--- config.mk ---
export PLATFORM = sky130hd
export DESIGN_NAME = vram_scan_ctrl
export DESIGN_NICKNAME = d
export VERILOG_FILES = /design/src/rtl/vram_scan_ctrl_pkg.sv /design/src/rtl/vram_scan_ctrl_fifo.sv /design/src/rtl/vram_scan_ctrl.sv
export SDC_FILE = /design/constraint.sdc
export NUM_CORES = 1
export LEC_CHECK = 0
export ABC_CLOCK_PERIOD_IN_PS = 3200
export CAP_MARGIN = 15
export CELL_PAD_IN_SITES_DETAIL_PLACEMENT = 0
export CELL_PAD_IN_SITES_GLOBAL_PLACEMENT = 2
export CORE_MARGIN = 2
export CORE_UTILIZATION = 35
export DETAILED_ROUTE_END_ITERATION = 6
export GPL_ROUTABILITY_DRIVEN = 0
export PLACE_DENSITY = 0.86
export SETUP_SLACK_MARGIN = 0.2
export SYNTH_ARGS = -nofsm -noshare
export SYNTH_HDL_FRONTEND = slang
export SYNTH_HIERARCHICAL = 1
export SYNTH_SLANG_ARGS = --single-unit
--- constraint.sdc ---
create_clock -name read_clk -period 3.2 [get_ports read_clk]
set_input_delay 0.48 -clock read_clk [delete_from_list [all_inputs] [get_ports read_clk]]
set_output_delay 0.48 -clock read_clk [all_outputs]
set_load 0.01 [all_outputs]
--- src/rtl/vram_scan_ctrl_pkg.sv ---
// Shared constants for the VRAM and its scan-out controller.
// The VRAM and the controller both take WORD_SIZE and the depth from here, so
// they always agree on them. The raster timing defaults also live here.
package vram_scan_ctrl_pkg;

   // VRAM geometry.
   localparam int VRAM_WORD_SIZE = 16;
   localparam int VRAM_DEPTH     = 1024;

   // Raster timing defaults: a 128x128 monochrome picture.
   localparam int SCAN_H_WORDS = 8;
   localparam int SCAN_V_LINES = 128;
   localparam int SCAN_H_BLANK = 16;
   localparam int SCAN_V_BLANK = 4;

   // Registered video strobes that leave the controller.
   typedef struct packed {
      logic pixel;
      logic active;
      logic hsync;
      logic vsync;
      logic frame_start;
   } scan_out_t;

endpackage

--- src/rtl/vram_scan_ctrl_fifo.sv ---
// vram_prefetch_fifo: a 2-entry word FIFO that sits between the VRAM fetch
// port and the pixel shifter.
//   clk_i, reset_i  clock, asynchronous active-high reset
//   flush_i         empties the FIFO; has priority over push and pop
//   push_i          writes push_data_i; ignored when full unless a pop happens
//                   on the same edge
//   pop_i           drops the head entry; ignored when the FIFO is empty
//   count_o         number of entries held (0..2)
//   head_o          oldest entry; only meaningful when count_o != 0
module vram_prefetch_fifo
   import vram_scan_ctrl_pkg::*;
#(
   parameter int WORD_SIZE = VRAM_WORD_SIZE
) (
   input  logic                 clk_i,
   input  logic                 reset_i,
   input  logic                 flush_i,
   input  logic                 push_i,
   input  logic [WORD_SIZE-1:0] push_data_i,
   input  logic                 pop_i,
   output logic [1:0]           count_o,
   output logic [WORD_SIZE-1:0] head_o
);

   logic [WORD_SIZE-1:0] mem_q [2];
   logic                 rd_q, rd_d;
   logic                 wr_q, wr_d;
   logic [1:0]           count_q, count_d;
   logic                 do_push, do_pop;

   always_comb begin
      do_pop  = pop_i && (count_q != 2'd0);
      // If a pop happens on the same edge, a slot frees up, so a push is
      // still accepted when the FIFO is full.
      do_push = push_i && ((count_q != 2'd2) || do_pop);
      rd_d    = rd_q;
      wr_d    = wr_q;
      count_d = count_q;
      if (flush_i) begin
         rd_d    = 1'b0;
         wr_d    = 1'b0;
         count_d = 2'd0;
      end else begin
         if (do_pop)  rd_d = ~rd_q;
         if (do_push) wr_d = ~wr_q;
         if (do_push && !do_pop)      count_d = count_q + 2'd1;
         else if (do_pop && !do_push) count_d = count_q - 2'd1;
      end
   end

   always_ff @(posedge clk_i or posedge reset_i) begin
      if (reset_i) begin
         rd_q     <= 1'b0;
         wr_q     <= 1'b0;
         count_q  <= 2'd0;
         mem_q[0] <= '0;
         mem_q[1] <= '0;
      end else begin
         rd_q    <= rd_d;
         wr_q    <= wr_d;
         count_q <= count_d;
         if (!flush_i && do_push) mem_q[wr_q] <= push_data_i;
      end
   end

   assign count_o = count_q;
   assign head_o  = mem_q[rd_q];

endmodule

--- src/rtl/vram_scan_ctrl.sv ---
// vram_scan_ctrl: display scan-out controller for the VRAM. read_clk is the
// pixel clock. This module owns the raster counters, fetches words through the
// VRAM fetch port into a 2-entry prefetch FIFO, and shifts each word out
// MSB-first.
//   read_clk     pixel clock; all state changes on posedge
//   reset        asynchronous, active-high
//   enable       scan-out enable; when low the controller sits parked at the
//                start of vblank
//   fetch_req/fetch_addr/fetch_ack/fetch_data  word fetch port
//   pixel, active, hsync, vsync, frame_start   registered video strobes
//   underrun     sticky flag: a word was needed but the FIFO was empty
module vram_scan_ctrl
   import vram_scan_ctrl_pkg::*;
#(
   parameter int WORD_SIZE = VRAM_WORD_SIZE,
   parameter int DEPTH     = VRAM_DEPTH,
   parameter int H_WORDS   = SCAN_H_WORDS,
   parameter int V_LINES   = SCAN_V_LINES,
   parameter int H_BLANK   = SCAN_H_BLANK,
   parameter int V_BLANK   = SCAN_V_BLANK
) (
   input  logic                     read_clk,
   input  logic                     reset,
   input  logic                     enable,
   output logic                     fetch_req,
   output logic [$clog2(DEPTH)-1:0] fetch_addr,
   input  logic                     fetch_ack,
   input  logic [WORD_SIZE-1:0]     fetch_data,
   output logic                     pixel,
   output logic                     active,
   output logic                     hsync,
   output logic                     vsync,
   output logic                     frame_start,
   output logic                     underrun
);

   localparam int H_ACT   = H_WORDS * WORD_SIZE;
   localparam int H_TOTAL = H_ACT + H_BLANK;
   localparam int V_TOTAL = V_LINES + V_BLANK;
   localparam int HW      = $clog2(H_TOTAL);
   localparam int VW      = $clog2(V_TOTAL);
   localparam int AW      = $clog2(DEPTH);
   localparam int PW      = $clog2(DEPTH + 1);
   // WORD_SIZE is a power of two, so a word boundary is where the low SW bits
   // of h are zero.
   localparam int SW      = $clog2(WORD_SIZE);

   localparam logic [HW-1:0] H_LAST   = HW'(H_TOTAL - 1);
   localparam logic [HW-1:0] H_ACT_C  = HW'(H_ACT);
   localparam logic [VW-1:0] V_LAST   = VW'(V_TOTAL - 1);
   localparam logic [VW-1:0] V_ACT_C  = VW'(V_LINES);
   localparam logic [VW-1:0] V_PRE_VB = VW'(V_LINES - 1);
   localparam logic [PW-1:0] PTR_END  = PW'(DEPTH);

   logic [HW-1:0]        h_q, h_d;
   logic [VW-1:0]        v_q, v_d;
   logic [PW-1:0]        ptr_q, ptr_d;
   logic [WORD_SIZE-1:0] shift_q, shift_d;
   logic                 underrun_q, underrun_d;
   logic                 run_q;
   scan_out_t            out_q, out_d;

   logic [1:0]           fifo_count;
   logic [WORD_SIZE-1:0] fifo_head;
   logic                 flush, push, pop, next_active;

   // Fetch handshake: fetch_req and fetch_addr stay stable until a cycle in
   // which fetch_ack is also high. On that edge fetch_data is captured and
   // ptr advances. An ack while fetch_req is low has no effect. run_q comes
   // out of reset asynchronously, so the request falls as soon as reset
   // rises. It rises again only after the first enabled edge.
   assign fetch_req  = run_q && enable && (fifo_count != 2'd2) && (ptr_q < PTR_END);
   assign fetch_addr = ptr_q[AW-1:0];

   always_comb begin
      h_d         = h_q;
      v_d         = v_q;
      ptr_d       = ptr_q;
      shift_d     = shift_q;
      underrun_d  = underrun_q;
      out_d       = '0;
      push        = fetch_req && fetch_ack;

      // Raster counters. While disabled, they stay parked at the start of vblank.
      if (!enable) begin
         h_d = '0;
         v_d = V_ACT_C;
      end else if (h_q == H_LAST) begin
         h_d = '0;
         v_d = (v_q == V_LAST) ? '0 : v_q + 1'b1;
      end else begin
         h_d = h_q + 1'b1;
      end

      // Entering vblank realigns the fetch stream with the frame, so any
      // damage from an underrun is confined to one frame.
      flush       = !enable || ((h_q == H_LAST) && (v_q == V_PRE_VB));
      next_active = enable && (h_d < H_ACT_C) && (v_d < V_ACT_C);
      pop         = next_active && (h_d[SW-1:0] == '0);

      if (flush)     ptr_d = '0;
      else if (push) ptr_d = ptr_q + 1'b1;

      // The shifter always holds the word for the position being entered,
      // aligned so that its MSB is the pixel for that position.
      if (!enable)          shift_d = '0;
      else if (pop)         shift_d = (fifo_count == 2'd0) ? '0 : fifo_head;
      else if (next_active) shift_d = {shift_q[WORD_SIZE-2:0], 1'b0};

      underrun_d = enable && (underrun_q || (pop && (fifo_count == 2'd0)));

      // The strobes describe the counter state before the edge.
      if (enable) begin
         out_d.active      = (h_q < H_ACT_C) && (v_q < V_ACT_C);
         out_d.pixel       = shift_q[WORD_SIZE-1] && out_d.active;
         out_d.hsync       = (h_q >= H_ACT_C);
         out_d.vsync       = (v_q >= V_ACT_C);
         out_d.frame_start = (h_q == '0) && (v_q == '0);
      end
   end

   always_ff @(posedge read_clk or posedge reset) begin
      if (reset) begin
         h_q        <= '0;
         v_q        <= V_ACT_C;
         ptr_q      <= '0;
         shift_q    <= '0;
         underrun_q <= 1'b0;
         run_q      <= 1'b0;
         out_q      <= '0;
      end else begin
         h_q        <= h_d;
         v_q        <= v_d;
         ptr_q      <= ptr_d;
         shift_q    <= shift_d;
         underrun_q <= underrun_d;
         run_q      <= enable;
         out_q      <= out_d;
      end
   end

   vram_prefetch_fifo #(
      .WORD_SIZE (WORD_SIZE)
   ) u_fifo (
      .clk_i       (read_clk),
      .reset_i     (reset),
      .flush_i     (flush),
      .push_i      (push),
      .push_data_i (fetch_data),
      .pop_i       (pop),
      .count_o     (fifo_count),
      .head_o      (fifo_head)
   );

   assign pixel       = out_q.pixel;
   assign active      = out_q.active;
   assign hsync       = out_q.hsync;
   assign vsync       = out_q.vsync;
   assign frame_start = out_q.frame_start;
   assign underrun    = underrun_q;

endmodule

==> flow_summary.toml <==
[yosys]
ys.flop_type = "dfrtp_1"
synth_top_area_cell = "dfrtp_1"
synth_seq_area_share = 0.491
synth.distinct_cells = 49
async_reset_ff_frac = 1.00
syn_nets = 409
yosysWarnings = 6
netlist_area_mm2 = 0.00439
avgSynthCellArea_um2 = 11.4
synth-edff-count = 0
synthesis.instances = 384
yosys-top-cells-area = "dfrtp_1, mux2_2, mux2i_1, mux2_4, nand2_1"
synth_top_area_share = 0.485
synth_seq_cells = 86

[detailed_routing]
vias = 2907
drc = 0
ant_nets = 0
wl_mm = 8.62
post_drt_wl_per_cell_um = 14.3
first_pass_iters = 4
detail_route.iter0.violations = 119
via_per_inst = 4.82

[status]
status = "completed"

[timing]
maxSlewHeadroom = 0.508
period_share = 0.921
tns_ns = 0
fmax_mhz = 339
skew_ns = 0.00770
setup_viol = 0
fin_hold_ws_ns = 0.478
hold_viol_final = 0
maxSlewViolCount = 0
fin_crit_ns = 2.95
setup_slack_ns = 0.254
worst_pin_slew_ns = 0.738
rsz0062_at_grt = "yes"

[job]
drv_cap = 0

[power_and_ir_drop]
p_per_area_mw_per_mm2 = 474
max-vdd-ir-drop_mv = 0.317
p_leak_nw = 2.47

[clock_network]
cts_sinks = 86
cts_tree = "yes"
ctsRootBufferMaster = "clkbuf_16"
cts_hold_buf = 0
path_clk_slew_ns = 0.07
h-tree-depth = 3
cts.path.max_buffers = 2
insertion_delay_ns = 0.34
numCtsBuffers = 9

[finish]
drive_above_1_share = 0.234
synthToLayoutAreaGrowth_pct = 20.4
final_cells = 603
final_area_mm2 = 0.00528
antenna_cells = 0
nNetsFinal = 455

[setup_path]
crit_top_cell = "or4b_4"
path_class = "flip-flop to flip-flop"
cp.arrival_ns = 3.17
cp_slowest_cell = "or4b_4"
start_kind = "flip-flop"
cp_max_fo = 17
regToRegSetupSlack_ns = 0.25
cp_top_family = "simple AND/OR/NAND/NOR gates"
crit_path_end_kind = "flip-flop"
max_stage_delay_ns = 0.60
cp_cell_sequence = "or4b_4, nor4_4, xnor2_2, a211o_1, nor2b_4, nor3b_2, or4b_4, buf_12, mux2_4"
reg2reg_depth = 9
path_buf_inv = 1
path_depth = 9
worstPathRequired_ns = 3.43

[placed_design]
postPlaceCellArea_mm2 = 0.00494
post-place-cells = 583
port_buffers = 36
preCtsSetupSlack_ns = 0.0687
dp_hpwl_mm = 5.99

[grt]
first_global_vias = 2963
grt-ovfl-total = 0
antenna_found_initial = 0
grt_pass1_wl_mm = 14.9
grt_max_degree = 37
globalRouteTotalUtil = 0.142

[die]
dieArea_mm2 = 0.0134
core_region_area_mm2 = 0.0121
fp.dieW_um = 116
io_pins = 37
die_h_um = 116
std_cell_rows = 40
initial_core_util = 0.362

[min_path]
hold_depth = 1
hold_class = "flip-flop to flip-flop"
## routing by layer
layer	vias up	GRT usage	share of wire
li1	1417	-	-
met1	1430	0.194	0.49
met2	52	0.220	0.47
met3	8	0.0429	0.039
met4	0	0.0381	0.0059
met5	-	0	0
## cell usage after synthesis, types with 3 or more instances
| master | number |
|---|---|
| mux2_4 | 9 |
| nand2_1 | 31 |
| inv_1 | 16 |
| nand3_1 | 9 |
| xor2_1 | 6 |
| dfrtp_1 | 85 |
| nand4_1 | 8 |
| or4_1 | 3 |
| nor2b_1 | 17 |
| nor3_1 | 7 |
| a21oi_1 | 8 |
| buf_4 | 12 |
| o21ai_0 | 5 |
| and2_1 | 5 |
| ha_1 | 5 |
| clkbuf_1 | 7 |
| nor4_1 | 3 |
| mux2_2 | 39 |
| and3_1 | 5 |
| nand2b_1 | 3 |
| xnor2_1 | 13 |
| nor2_1 | 22 |
| or3_1 | 3 |
| mux2i_1 | 32 |
## sequential cells by signal, indices dropped and copies added (netlist names)
name and cells:
u_fifo/rd_q 1, u_fifo/wr_q 1, vsync 1, hsync 1
frame_start 1, active 1, u_fifo/mem_q 32, run_q 1
u_fifo/count_o 2, underrun 1, pixel 1, shift_q 16
v_q 8, h_q 8, ptr_q 11
## path summary, 6_finish.rpt
path | from | to
min in group asynchronous | reset | u_fifo/mem_q[11]
setup reg to reg | h_q[6] | u_fifo/mem_q[18]
hold reg to reg | h_q[0] | h_q[0]
hold / removal | h_q[0] | h_q[0]
max in group asynchronous | reset | h_q[5]
setup / recovery | h_q[6] | u_fifo/mem_q[18]
## report_power, final
group | switching [W] | internal [W]
clock | 0.000462 | 0.000536
combinational | 0.000113 | 0.000180
sequential | 0.0000448 | 0.00117
total | 0.000620 | 0.00189
## repair_timing
action,4_1_cts,5_1_grt
setup endpoints to repair,16,16
endpoints found under the hold margin,0,0
cloned,0,0
resized for setup,6,0
pin swaps,4,4
setup buffers,3,1
## final cells by class
cell class | count | area, µm²
clock inverter | 7 | 55.1
inverter | 16 | 60.1
timing repair buffer | 60 | 553
multi-input combinational | 257 | 2020
tap | 168 | 210
sequential | 86 | 2150
clock buffer | 9 | 225
fill | 1195 | 6830
## through the flow
step / total power, W / utilization
after floorplan: 0.00144 / -
after global placement: 0.00152 / 0.408
after detailed placement: 0.00153 / 0.408
after CTS: 0.00255 / 0.435
after global routing: 0.00263 / 0.436
final: 0.00250 / 0.436
## worst reg2reg max path: cells and delay by family (launching register included)
kind | cells | cell delay [ns]
muxes | 1 | 0.32
xor gates and xnor gates | 1 | 0.10
AOI/OAI and AO/OA | 1 | 0.35
DFF | 1 | 0.37
and+or+nand+nor | 5 | 1.53
buffers and inverters | 1 | 0.18
## layout by cell type (no fill, tap or decap), types with 3 or more instances in the layout
cell             instances
or4_1                    3
buf_4                   23
clkbuf_16                9
and3_1                   5
mux2i_1                 32
a21oi_1                  8
nand3_1                  8
and2_1                   5
nand2_1                 31
xnor2_1                 12
o21ai_0                  5
nand2b_1                 3
dfrtp_1                 85
inv_1                   15
ha_1                     5
mux2_2                  39
clkdlybuf4s50_1         36
mux2_4                   9
nor4_1                   3
nand4_1                  8
nor2b_1                 16
xor2_1                   6
nor2_1                  21
or3_1                    3
nor3_1                   7
## cells by family after synthesis
family,share of synthesized area
muxes,0.204
DFF,0.491
xor gates and xnor gates,0.0379
buffers and inverters,0.0568
and+or+nand+nor,0.153
adders and majority gates,0.0143
AOI/OAI and AO/OA,0.0436
Power figures use the tool's default switching activity.
